<file path="src/rtl/pgs_pciex4_dma_pkg.sv">
// Shared types and helpers for the PCIe x4 DMA staging FIFO write side.
// Holds the arbiter state encoding, the usable-depth rule and the burst length clamp.
package pgs_pciex4_dma_pkg;

    typedef enum logic {
        IDLE  = 1'b0,
        BURST = 1'b1
    } arb_state_t;

    localparam int FIFO_ADDR_WIDTH = 9;

    // The FIFO raises full one word short of 2^aw, so that word is never usable.
    function automatic int unsigned fifo_usable_depth(input int unsigned aw);
        return (32'd1 << aw) - 32'd1;
    endfunction

    function automatic int unsigned clamp_len(input int unsigned len, input int unsigned burst_max);
        return (len > burst_max) ? burst_max : len;
    endfunction

endpackage

</file>
<file path="src/rtl/pgs_pciex4_rr_pick.sv">
// Combinational round-robin search: first eligible requester at or after ptr,
// wrapping modulo NUM_REQ. Returns a one-hot, its index and a found flag.
module pgs_pciex4_rr_pick #(
    parameter  int NUM_REQ = 4,
    localparam int IDXW    = $clog2(NUM_REQ)
) (
    input  logic [NUM_REQ-1:0] elig,
    input  logic [IDXW-1:0]    ptr,
    output logic               found,
    output logic [IDXW-1:0]    idx,
    output logic [NUM_REQ-1:0] onehot
);

    int              jj;
    logic [IDXW-1:0] j;

    always_comb begin
        found  = 1'b0;
        idx    = '0;
        onehot = '0;
        jj     = 0;
        j      = '0;
        for (int k = 0; k < NUM_REQ; k++) begin
            jj = (int'(ptr) + k) % NUM_REQ;
            j  = IDXW'(jj);
            if (!found && elig[j]) begin
                found     = 1'b1;
                idx       = j;
                onehot[j] = 1'b1;
            end
        end
    end

endmodule

</file>
<file path="src/rtl/pgs_pciex4_fifo_wr_arb.sv">
// Round-robin arbiter sharing the staging FIFO write port between DMA channels.
// A burst is granted only when the FIFO has room for all of it, so it never stalls.
module pgs_pciex4_fifo_wr_arb
    import pgs_pciex4_dma_pkg::*;
#(
    parameter int NUM_REQ    = 4,
    parameter int ADDR_WIDTH = FIFO_ADDR_WIDTH,
    parameter int DATA_WIDTH = 128,
    parameter int BURST_MAX  = 16,
    parameter int BLEN_WIDTH = 5
) (
    input  logic                             clk,
    input  logic                             rst,
    input  logic [NUM_REQ-1:0]               req,
    input  logic [NUM_REQ*BLEN_WIDTH-1:0]    req_len,
    input  logic [NUM_REQ*DATA_WIDTH-1:0]    req_data,
    output logic [NUM_REQ-1:0]               gnt,
    output logic [NUM_REQ-1:0]               data_ack,
    output logic                             fifo_w_en,
    output logic [DATA_WIDTH-1:0]            fifo_wdata,
    input  logic                             fifo_r_en,
    input  logic                             fifo_wfull,
    output logic [ADDR_WIDTH:0]              fifo_free,
    output logic                             err
);

    localparam int IDXW = $clog2(NUM_REQ);
    localparam int OW   = ADDR_WIDTH + 1;
    localparam logic [OW-1:0] DEPTH = OW'(fifo_usable_depth(ADDR_WIDTH));

    arb_state_t            state;
    logic [IDXW-1:0]       rr_ptr, owner, cand_idx;
    logic [BLEN_WIDTH-1:0] beat_cnt, cand_len;
    logic [OW-1:0]         occ, occ_nxt;
    logic [NUM_REQ-1:0]    elig, cand_onehot;
    logic                  cand_found, burst_go, rd_ok, rd_empty;
    logic [BLEN_WIDTH-1:0] lens [NUM_REQ];

    for (genvar i = 0; i < NUM_REQ; i++) begin : g_len
        assign lens[i] = req_len[i*BLEN_WIDTH +: BLEN_WIDTH];
        assign elig[i] = req[i] && (lens[i] != '0);
    end

    pgs_pciex4_rr_pick #(.NUM_REQ(NUM_REQ)) u_pick (
        .elig   (elig),
        .ptr    (rr_ptr),
        .found  (cand_found),
        .idx    (cand_idx),
        .onehot (cand_onehot)
    );

    // Only the round-robin candidate is considered; a later requester never jumps it.
    assign cand_len = BLEN_WIDTH'(clamp_len(32'(lens[cand_idx]), BURST_MAX));
    assign burst_go = cand_found && (OW'(cand_len) <= fifo_free);

    assign fifo_w_en  = (state == BURST) && !fifo_wfull;
    assign data_ack   = fifo_w_en ? gnt : '0;
    assign fifo_wdata = (state == BURST) ? req_data[owner*DATA_WIDTH +: DATA_WIDTH] : '0;

    assign rd_ok    = fifo_r_en && (occ != '0);
    assign rd_empty = fifo_r_en && (occ == '0);
    assign occ_nxt  = occ + OW'(fifo_w_en) - OW'(rd_ok);

    always_ff @(posedge clk or posedge rst) begin
        if (rst) begin
            state     <= IDLE;
            rr_ptr    <= '0;
            owner     <= '0;
            beat_cnt  <= '0;
            gnt       <= '0;
            occ       <= '0;
            fifo_free <= DEPTH;
            err       <= 1'b0;
        end else begin
            occ       <= occ_nxt;
            fifo_free <= DEPTH - occ_nxt;
            if (rd_empty || (state == BURST && fifo_wfull))
                err <= 1'b1;
            case (state)
                IDLE: begin
                    if (burst_go) begin
                        owner    <= cand_idx;
                        beat_cnt <= cand_len;
                        gnt      <= cand_onehot;
                        state    <= BURST;
                    end
                end
                BURST: begin
                    if (!fifo_wfull) begin
                        beat_cnt <= beat_cnt - 1'b1;
                        if (beat_cnt == BLEN_WIDTH'(1)) begin
                            state  <= IDLE;
                            gnt    <= '0;
                            rr_ptr <= (owner == IDXW'(NUM_REQ-1)) ? '0 : owner + 1'b1;
                        end
                    end
                end
                default: state <= IDLE;
            endcase
        end
    end

endmodule

</file>
<file path="config.mk">
export PLATFORM = sky130hd
export DESIGN_NAME = pgs_pciex4_fifo_wr_arb
export DESIGN_NICKNAME = d
export VERILOG_FILES = /design/src/rtl/pgs_pciex4_dma_pkg.sv /design/src/rtl/pgs_pciex4_rr_pick.sv /design/src/rtl/pgs_pciex4_fifo_wr_arb.sv
export SDC_FILE = /design/constraint.sdc
export NUM_CORES = 1
export LEC_CHECK = 0
export ABC_AREA = 1
export ABC_CLOCK_PERIOD_IN_PS = 10000
export CORE_AREA = 2 2 266 268
export CTS_CLUSTER_DIAMETER = 200
export CTS_CLUSTER_SIZE = 30
export DETAILED_ROUTE_END_ITERATION = 8
export DIE_AREA = 0 0 268 270
export MAX_ROUTING_LAYER = met4
export SLEW_MARGIN = 20
export SYNTH_ARGS = -nofsm -noshare
export SYNTH_HDL_FRONTEND = slang
export SYNTH_SLANG_ARGS = --single-unit
</file>
<file path="constraint.sdc">
create_clock -name clk -period 10 [get_ports clk]
set_clock_uncertainty 0.1 [all_clocks]
set_input_delay 1 -clock clk [delete_from_list [all_inputs] [get_ports clk]]
set_output_delay 1 -clock clk [all_outputs]
set_load 0.05 [all_outputs]
</file>
Yosys cells after proc, flatten, opt, wreduce, memory -nomap -nowiden
Index checks and enable logic that the tools add are counted.
- add/sub/neg operators: 8
- multiply operators: 0
- div/mod/pow operators: 0
- order comparisons: 11
- equality and inequality tests: 5
- shift operators: 1
- mux-type cells: 46
- bitwise operators: 6
- reduce and logical (&&, ||, !) cells: 31
- operators with widths (operator ; number):
    variable part select 512 x 10 -> 128 bit ; 1
    2-to-1 mux 128 bit ; 1
    2-to-1 mux 4 bit ; 8
    2-to-1 mux 5 bit ; 5
    nonzero test 5 bit ; 4
    logical AND 1 bit ; 16
    2-to-1 mux 1 bit ; 15
    less-than comparator 2 x 3 -> 1 bit (second input constant) ; 4
    bitwise OR 4 bit ; 3
    adder 10 x 1 -> 10 bit ; 1
    binary-select mux 5 bit (select 2 bit) ; 1
    <= comparator 5 x 10 -> 1 bit ; 1
    zero test 10 bit ; 1
    2-to-1 mux 2 bit ; 5
    one-hot mux 5 bit (2 select lines) ; 1
    nonzero test 10 bit ; 1
    subtractor 10 x 1 -> 10 bit ; 1
    subtractor 9 x 10 -> 10 bit (first input constant) ; 1
    binary-select mux 1 bit (select 2 bit) ; 4
    demux 1 bit (select 2 bit) ; 4
    greater-or-equal comparator 2 x 1 -> 1 bit (second input constant) ; 4
    one-hot mux 4 bit (2 select lines) ; 1
    AND reduction 3 bit ; 2
    == test 5 x 1 -> 1 bit (second input constant) ; 1
    14 further kinds ; 22
- bits in registers: 35
- bits in latches: 0
- bits in writable memories: 0
- ROM bits: 0
- bits of input ports: 540
- output and inout bits: 148
- logic and storage cells: 116
- memories: 0

Longest topological paths before layout
- word-level depth: 24
- gate-level depth with buffers: 29
- mapped depth without buffers: 28

Cells and area by module
From an unflattened synthesis, not the netlist that was laid out.
- cell total of the unflattened synthesis: 1370
- area total of the unflattened synthesis: 7050.5 µm²
- modules (own cells, without submodules) (module ; times used ; cells each ; area each (µm²) ; seq. area each (µm²)):
    pgs_pciex4_fifo_wr_arb ; 1 ; 1296 ; 6620.1 ; 862.1
    pgs_pciex4_rr_pick ; 1 ; 74 ; 430.4 ; 0.0

Worst setup path after synthesis
OpenSTA, ideal clock, no wires.
- path kind: in2reg
- from: input req_len[7]
- to: register beat_cnt[0]
- library setup time: 122 ps
- arrival time: 3846 ps
- required time: 9778 ps
- slack: 5932 ps
- cell stages on the path: 27
- buffers on the path: 1
- path through: nor2_1 nand3_1 nand3_1 nand2_1 nand2_2 nand2_4 nor2_4 nand3_4 nand3_4 buf_6 nand2_1 nand3_1 nand2_1 nor2_1 nand2_1 a21oi_2 ha_1 inv_1 nor2_1 o21ai_0 a21boi_0 o2111ai_1 nand3_2 nand2_1 clkinv_1 a21oi_1 a21oi_1
- cells in the longest elaborated chain, start to end: 24
- elaborated cells between the ends (all ways): 36
- those cells by class: 2 x order compare; 1 x eq/ne; 22 x mux; 1 x bitwise; 10 x reduce/logical
- ends and longest elaborated chain (element ; RTL line ; source):
    start, declared ; pgs_pciex4_fifo_wr_arb.sv:15 ; input logic [NUM_REQ*BLEN_WIDTH-1:0] req_len,
    nonzero test 5 bit ; pgs_pciex4_fifo_wr_arb.sv:41 ; assign elig[i] = req[i] && (lens[i] != '0);
    logical AND 1 bit ; pgs_pciex4_fifo_wr_arb.sv:41 ;
    binary-select mux 1 bit (select 2 bit) ; pgs_pciex4_rr_pick.sv:26 ; if (!found && elig[j]) begin
    2-to-1 mux 1 bit (not written as such) ; pgs_pciex4_rr_pick.sv:26 ;
    2-to-1 mux 1 bit ; pgs_pciex4_rr_pick.sv:26 ;
    zero test 1 bit ; pgs_pciex4_rr_pick.sv:26 ;
    logical AND 1 bit ; pgs_pciex4_rr_pick.sv:26 ;
    2-to-1 mux 1 bit ; pgs_pciex4_rr_pick.sv:26 ;
    [7 not listed] ; - ;
    binary-select mux 5 bit (select 2 bit) ; pgs_pciex4_fifo_wr_arb.sv:53 ; assign cand_len = BLEN_WIDTH'(clamp_len(32'(lens[cand_idx]), BURST_MAX));
    2-to-1 mux 5 bit (not written as such) (2 in a row) ; pgs_pciex4_fifo_wr_arb.sv:53 ;
    greater-than comparator 5 bit ; pgs_pciex4_dma_pkg.sv:18 ; return (len > burst_max) ? burst_max : len;
    2-to-1 mux 5 bit ; pgs_pciex4_dma_pkg.sv:18 ;
    <= comparator 5 x 10 -> 1 bit ; pgs_pciex4_fifo_wr_arb.sv:54 ; assign burst_go = cand_found && (OW'(cand_len) <= fifo_free);
    logical AND 1 bit ; pgs_pciex4_fifo_wr_arb.sv:54 ;
    != test 2 bit (no line) ; - ;
    AND reduction 2 bit (no line) ; - ;
    end signal, assigned ; pgs_pciex4_fifo_wr_arb.sv:83 ; beat_cnt <= cand_len;
    end signal, assigned ; pgs_pciex4_fifo_wr_arb.sv:90 ; beat_cnt <= beat_cnt - 1'b1;
    end, declared ; pgs_pciex4_fifo_wr_arb.sv:33 ; logic [BLEN_WIDTH-1:0] beat_cnt, cand_len;
Several ways; a longest one is shown, not always the timed one. The select of a mux whose other input is x is not followed.
A chain may end at the register's enable or synchronous reset.

Worst setup path after layout
- from: register owner[0]
- to: output fifo_wdata[67]
- cells in the longest elaborated chain, start to end: 2
- ends and longest elaborated chain (element ; RTL line ; source):
    start, declared ; pgs_pciex4_fifo_wr_arb.sv:32 ; logic [IDXW-1:0] rr_ptr, owner, cand_idx;
    start signal, assigned ; pgs_pciex4_fifo_wr_arb.sv:82 ; owner <= cand_idx;
    variable part select 512 x 10 -> 128 bit ; pgs_pciex4_fifo_wr_arb.sv:58 ; assign fifo_wdata = (state == BURST) ? req_data[owner*DATA_WIDTH +: DATA_WIDTH] : '0;
    2-to-1 mux 128 bit ; pgs_pciex4_fifo_wr_arb.sv:58 ;
    end, declared ; pgs_pciex4_fifo_wr_arb.sv:20 ; output logic [DATA_WIDTH-1:0] fifo_wdata,
No other way between the ends.

==> run summary <==
Max VDD drop -> 186 uV
Max clock buf depth -> 2
Final net count -> 2526
Fin area -> 0.0149 mm2
Core region area -> 0.0695 mm2
Switching power -> 3.48 mW
DR WL/cell -> 18.9 um
Tmin final -> 5.13 ns
Top cell type's share of synthesized area -> 0.295
Unique masters post-synth -> 38
Share of the yosys chip area belonging to registers -> 0.124
Hold depth -> 1
CP Data Arrival Time -> 4.03 ns
GPL Wtd Cong -> 0.943
Die area -> 0.0724 mm2
Clk network pwr share -> 0.030
Worst Path Max Fanout -> 85
Logic pwr share -> 0.912
CTS root buf -> clkbuf_16
RSZ-0062 raised after global routing -> false
Final number of max-transition violations -> 0
Post-synthesis cell count -> 1353
Final hold violations -> 0
Yosys reg bits -> 34
Cells along the critical path -> buf_4, buf_4, nor2_1, nor2_1, o21ai_0, a21oi_1, clkdlybuf4s50_1
Detailed placer's ending HPWL -> 46000 um
GR Overflow Total -> 0
CP max stage delay -> 0.84 ns
Reg clk slew, reported paths -> 0.06 ns
CTS Hold Bufs -> 0
Largest area contributor in the netlist -> nor2_1
Setup crit start kind -> register
Final worst-path cycle share -> 0.513
Post-DR vias/cell -> 3.99
Share of layout cells above drive strength 1 -> 0.0312
First-pass GRT wire length -> 75400 um
WP data required -> 8.90 ns
Layout area overhead -> 115%
Synth area leaders -> nor2_1, o21ai_0, a21oi_1, dfrtp_1, ha_1
Pin count of the biggest net entering global routing -> 211
Hold slack -> 0.436 ns
Cell Pwr Density -> 363 mW/mm2
Overall Power -> 5.41 mW
Sink Count -> 34
Peak Freq -> 195 MHz
Area of the mapped netlist -> 0.00695 mm2
P_int -> 1.93 mW
Worst Max-Slew Pin Slew -> 1.15 ns
Port Buffer Count -> 687
Cts repair resizes -> 0
CTS tree -> yes
Sequential power share -> 0.058
Initial cell density of the core -> 0.0999
First-pass DRT Iterations -> 5
H-tree levels -> 2
Post-Layout Cell Count -> 2917
Via Count -> 11646
Yosys warns -> 0
Final routed DRC violation total -> 0
Die width -> 268 um
Antenna violations before repair -> 39
Count of final setup violators -> 0
HP Class -> reg -> reg
Num rows -> 97
Slew headroom -> 0.233
Synthesized net count -> 1924
Status -> finished clean
Number of top-level pins -> 688
Leak Pwr -> 5.73 nW
Pre-CTS setup slack -> 5.04 ns
Crit end category -> primary output
Reg2Reg Depth -> 27
Overall Global Routing Usage -> 0.147
Total Routed Length -> 55200 um
Initial DRC count -> 817
Filler cell count in the final layout -> 7923
Setup TNS -> 0 ns
Mapped Avg Cell Area -> 5.14 um2
Total CTS buffers -> 5
Slowest-stage cell, CP -> clkdlybuf4s50_1
Antenna Violating Nets Remaining -> 0
Crit path kind -> reg -> out
Fin util -> 0.214
Switching share of power -> 0.643
Worst skew pair latency -> 0.28 ns
DP Area -> 0.0147 mm2
Max-Cap Viols -> 0
Vias in the first global route -> 11390
Worst setup margin -> 4.87 ns
Post-Place Cells -> 2888
Die H -> 270 um
Post-CTS setup buffers -> 0
## cell usage after synthesis (all sizes together)
library cell / number
xnor2: 1
inv: 77
nor2: 547
or2: 1
o21bai: 2
o221ai: 4
o31ai: 1
dfrtp: 25
nand2: 61
a21oi: 144
fa: 1
a221o: 1
o21ai: 271
a22oi: 4
nand3b: 1
clkbuf: 87
ha: 30
nor3: 3
clkinv: 1
xor2: 8
o2111ai: 1
nand3: 46
a21boi: 1
dfstp: 9
buf: 15
nand4: 11
## registers in the layout (all words and copies together), names as in the netlist
name and flops:
beat_cnt 5, gnt 4, rr_ptr 2, state 1
occ 9, fifo_free 10, owner 2, err 1
## cells in the final DEF (no fill, tap or decap), types with 4 or more instances in the layout
cell type        Yosys  layout
clkdlybuf4s50_1      0     687
nor2_1             546     546
o21ai_0            268     268
a21oi_1            142     142
inv_1               73      71
nand2_1             50      50
nand3_1             37      37
ha_1                30      30
dfrtp_1             25      23
diode_2              0      21
nand4_1             11      11
dfstp_2              9       9
buf_4                1       9
nand2_2              8       8
xor2_1               8       8
nand3_2              7       7
clkbuf_16            0       5
a22oi_1              4       4
o221ai_1             4       4
## layout make-up
class,instances,area (um2),share of cell area
timing repair buffer,697,6960,0.467
sequential,34,870,0.0583
inverter,78,303,0.0203
multi-input combinational,1139,5400,0.362
clock inverter,2,12.5,0.000839
antenna,21,52.6,0.00352
tap,940,1180,0.0788
clock buffer,6,139,0.00931
## power groups by stage
stage	clock, mW	combinational, mW	sequential [mW]
floorplan	0	3.27	0.364
global placement	0	4.92	0.319
detailed placement	0	4.93	0.320
CTS	0.162	4.95	0.318
global route	0.171	5.31	0.329
finish	0.160	4.93	0.315
## metal layers
layer  vias up  wire (um)  share of wire  track usage
met5         -          0              0            -
met1      5240      22000           0.40        0.170
met4         0       1830          0.033       0.0475
met2       667      25400           0.46        0.240
li1       5663          -              -            -
met3        76       6060           0.11       0.0456
## final timing paths
path                            slack, ns                 endpoint                   from
worst max-delay path                 4.87           fifo_wdata[67]   owner[0]$_DFFE_PP0P_
max in group asynchronous            8.42     owner[0]$_DFFE_PP0P_                    rst
worst min register to register       0.44          err$_DFFE_PP0P_        err$_DFFE_PP0P_
min in group asynchronous            1.03   fifo_free[9]$_DFF_PP0_                    rst
worst max register to register       5.50  beat_cnt[3]$_DFFE_PP0P_  rr_ptr[0]$_DFFE_PP0P_
worst min-delay path                 0.44          err$_DFFE_PP0P_        err$_DFFE_PP0P_
## worst max-delay path, delay by kind of cell (launching register included)
kind            cells  cell delay, ns
flops               1            0.66
simple gates        2            0.24
compound gates      2            0.40
buf+inv             3            2.28
## cells by family (layout without fill, tap and decap cells)
family,count (synthesis),after routing,synth area share
and+or+nand+nor,670,670,0.392
AOI/OAI and AO/OA,429,429,0.317
buffers and inverters,180,783,0.0990
DFF,34,34,0.124
adders and majority gates,31,31,0.0569
xor gates and xnor gates,9,9,0.0113
other,0,21,0
Note: power is estimated with default switching activity, not from simulation.
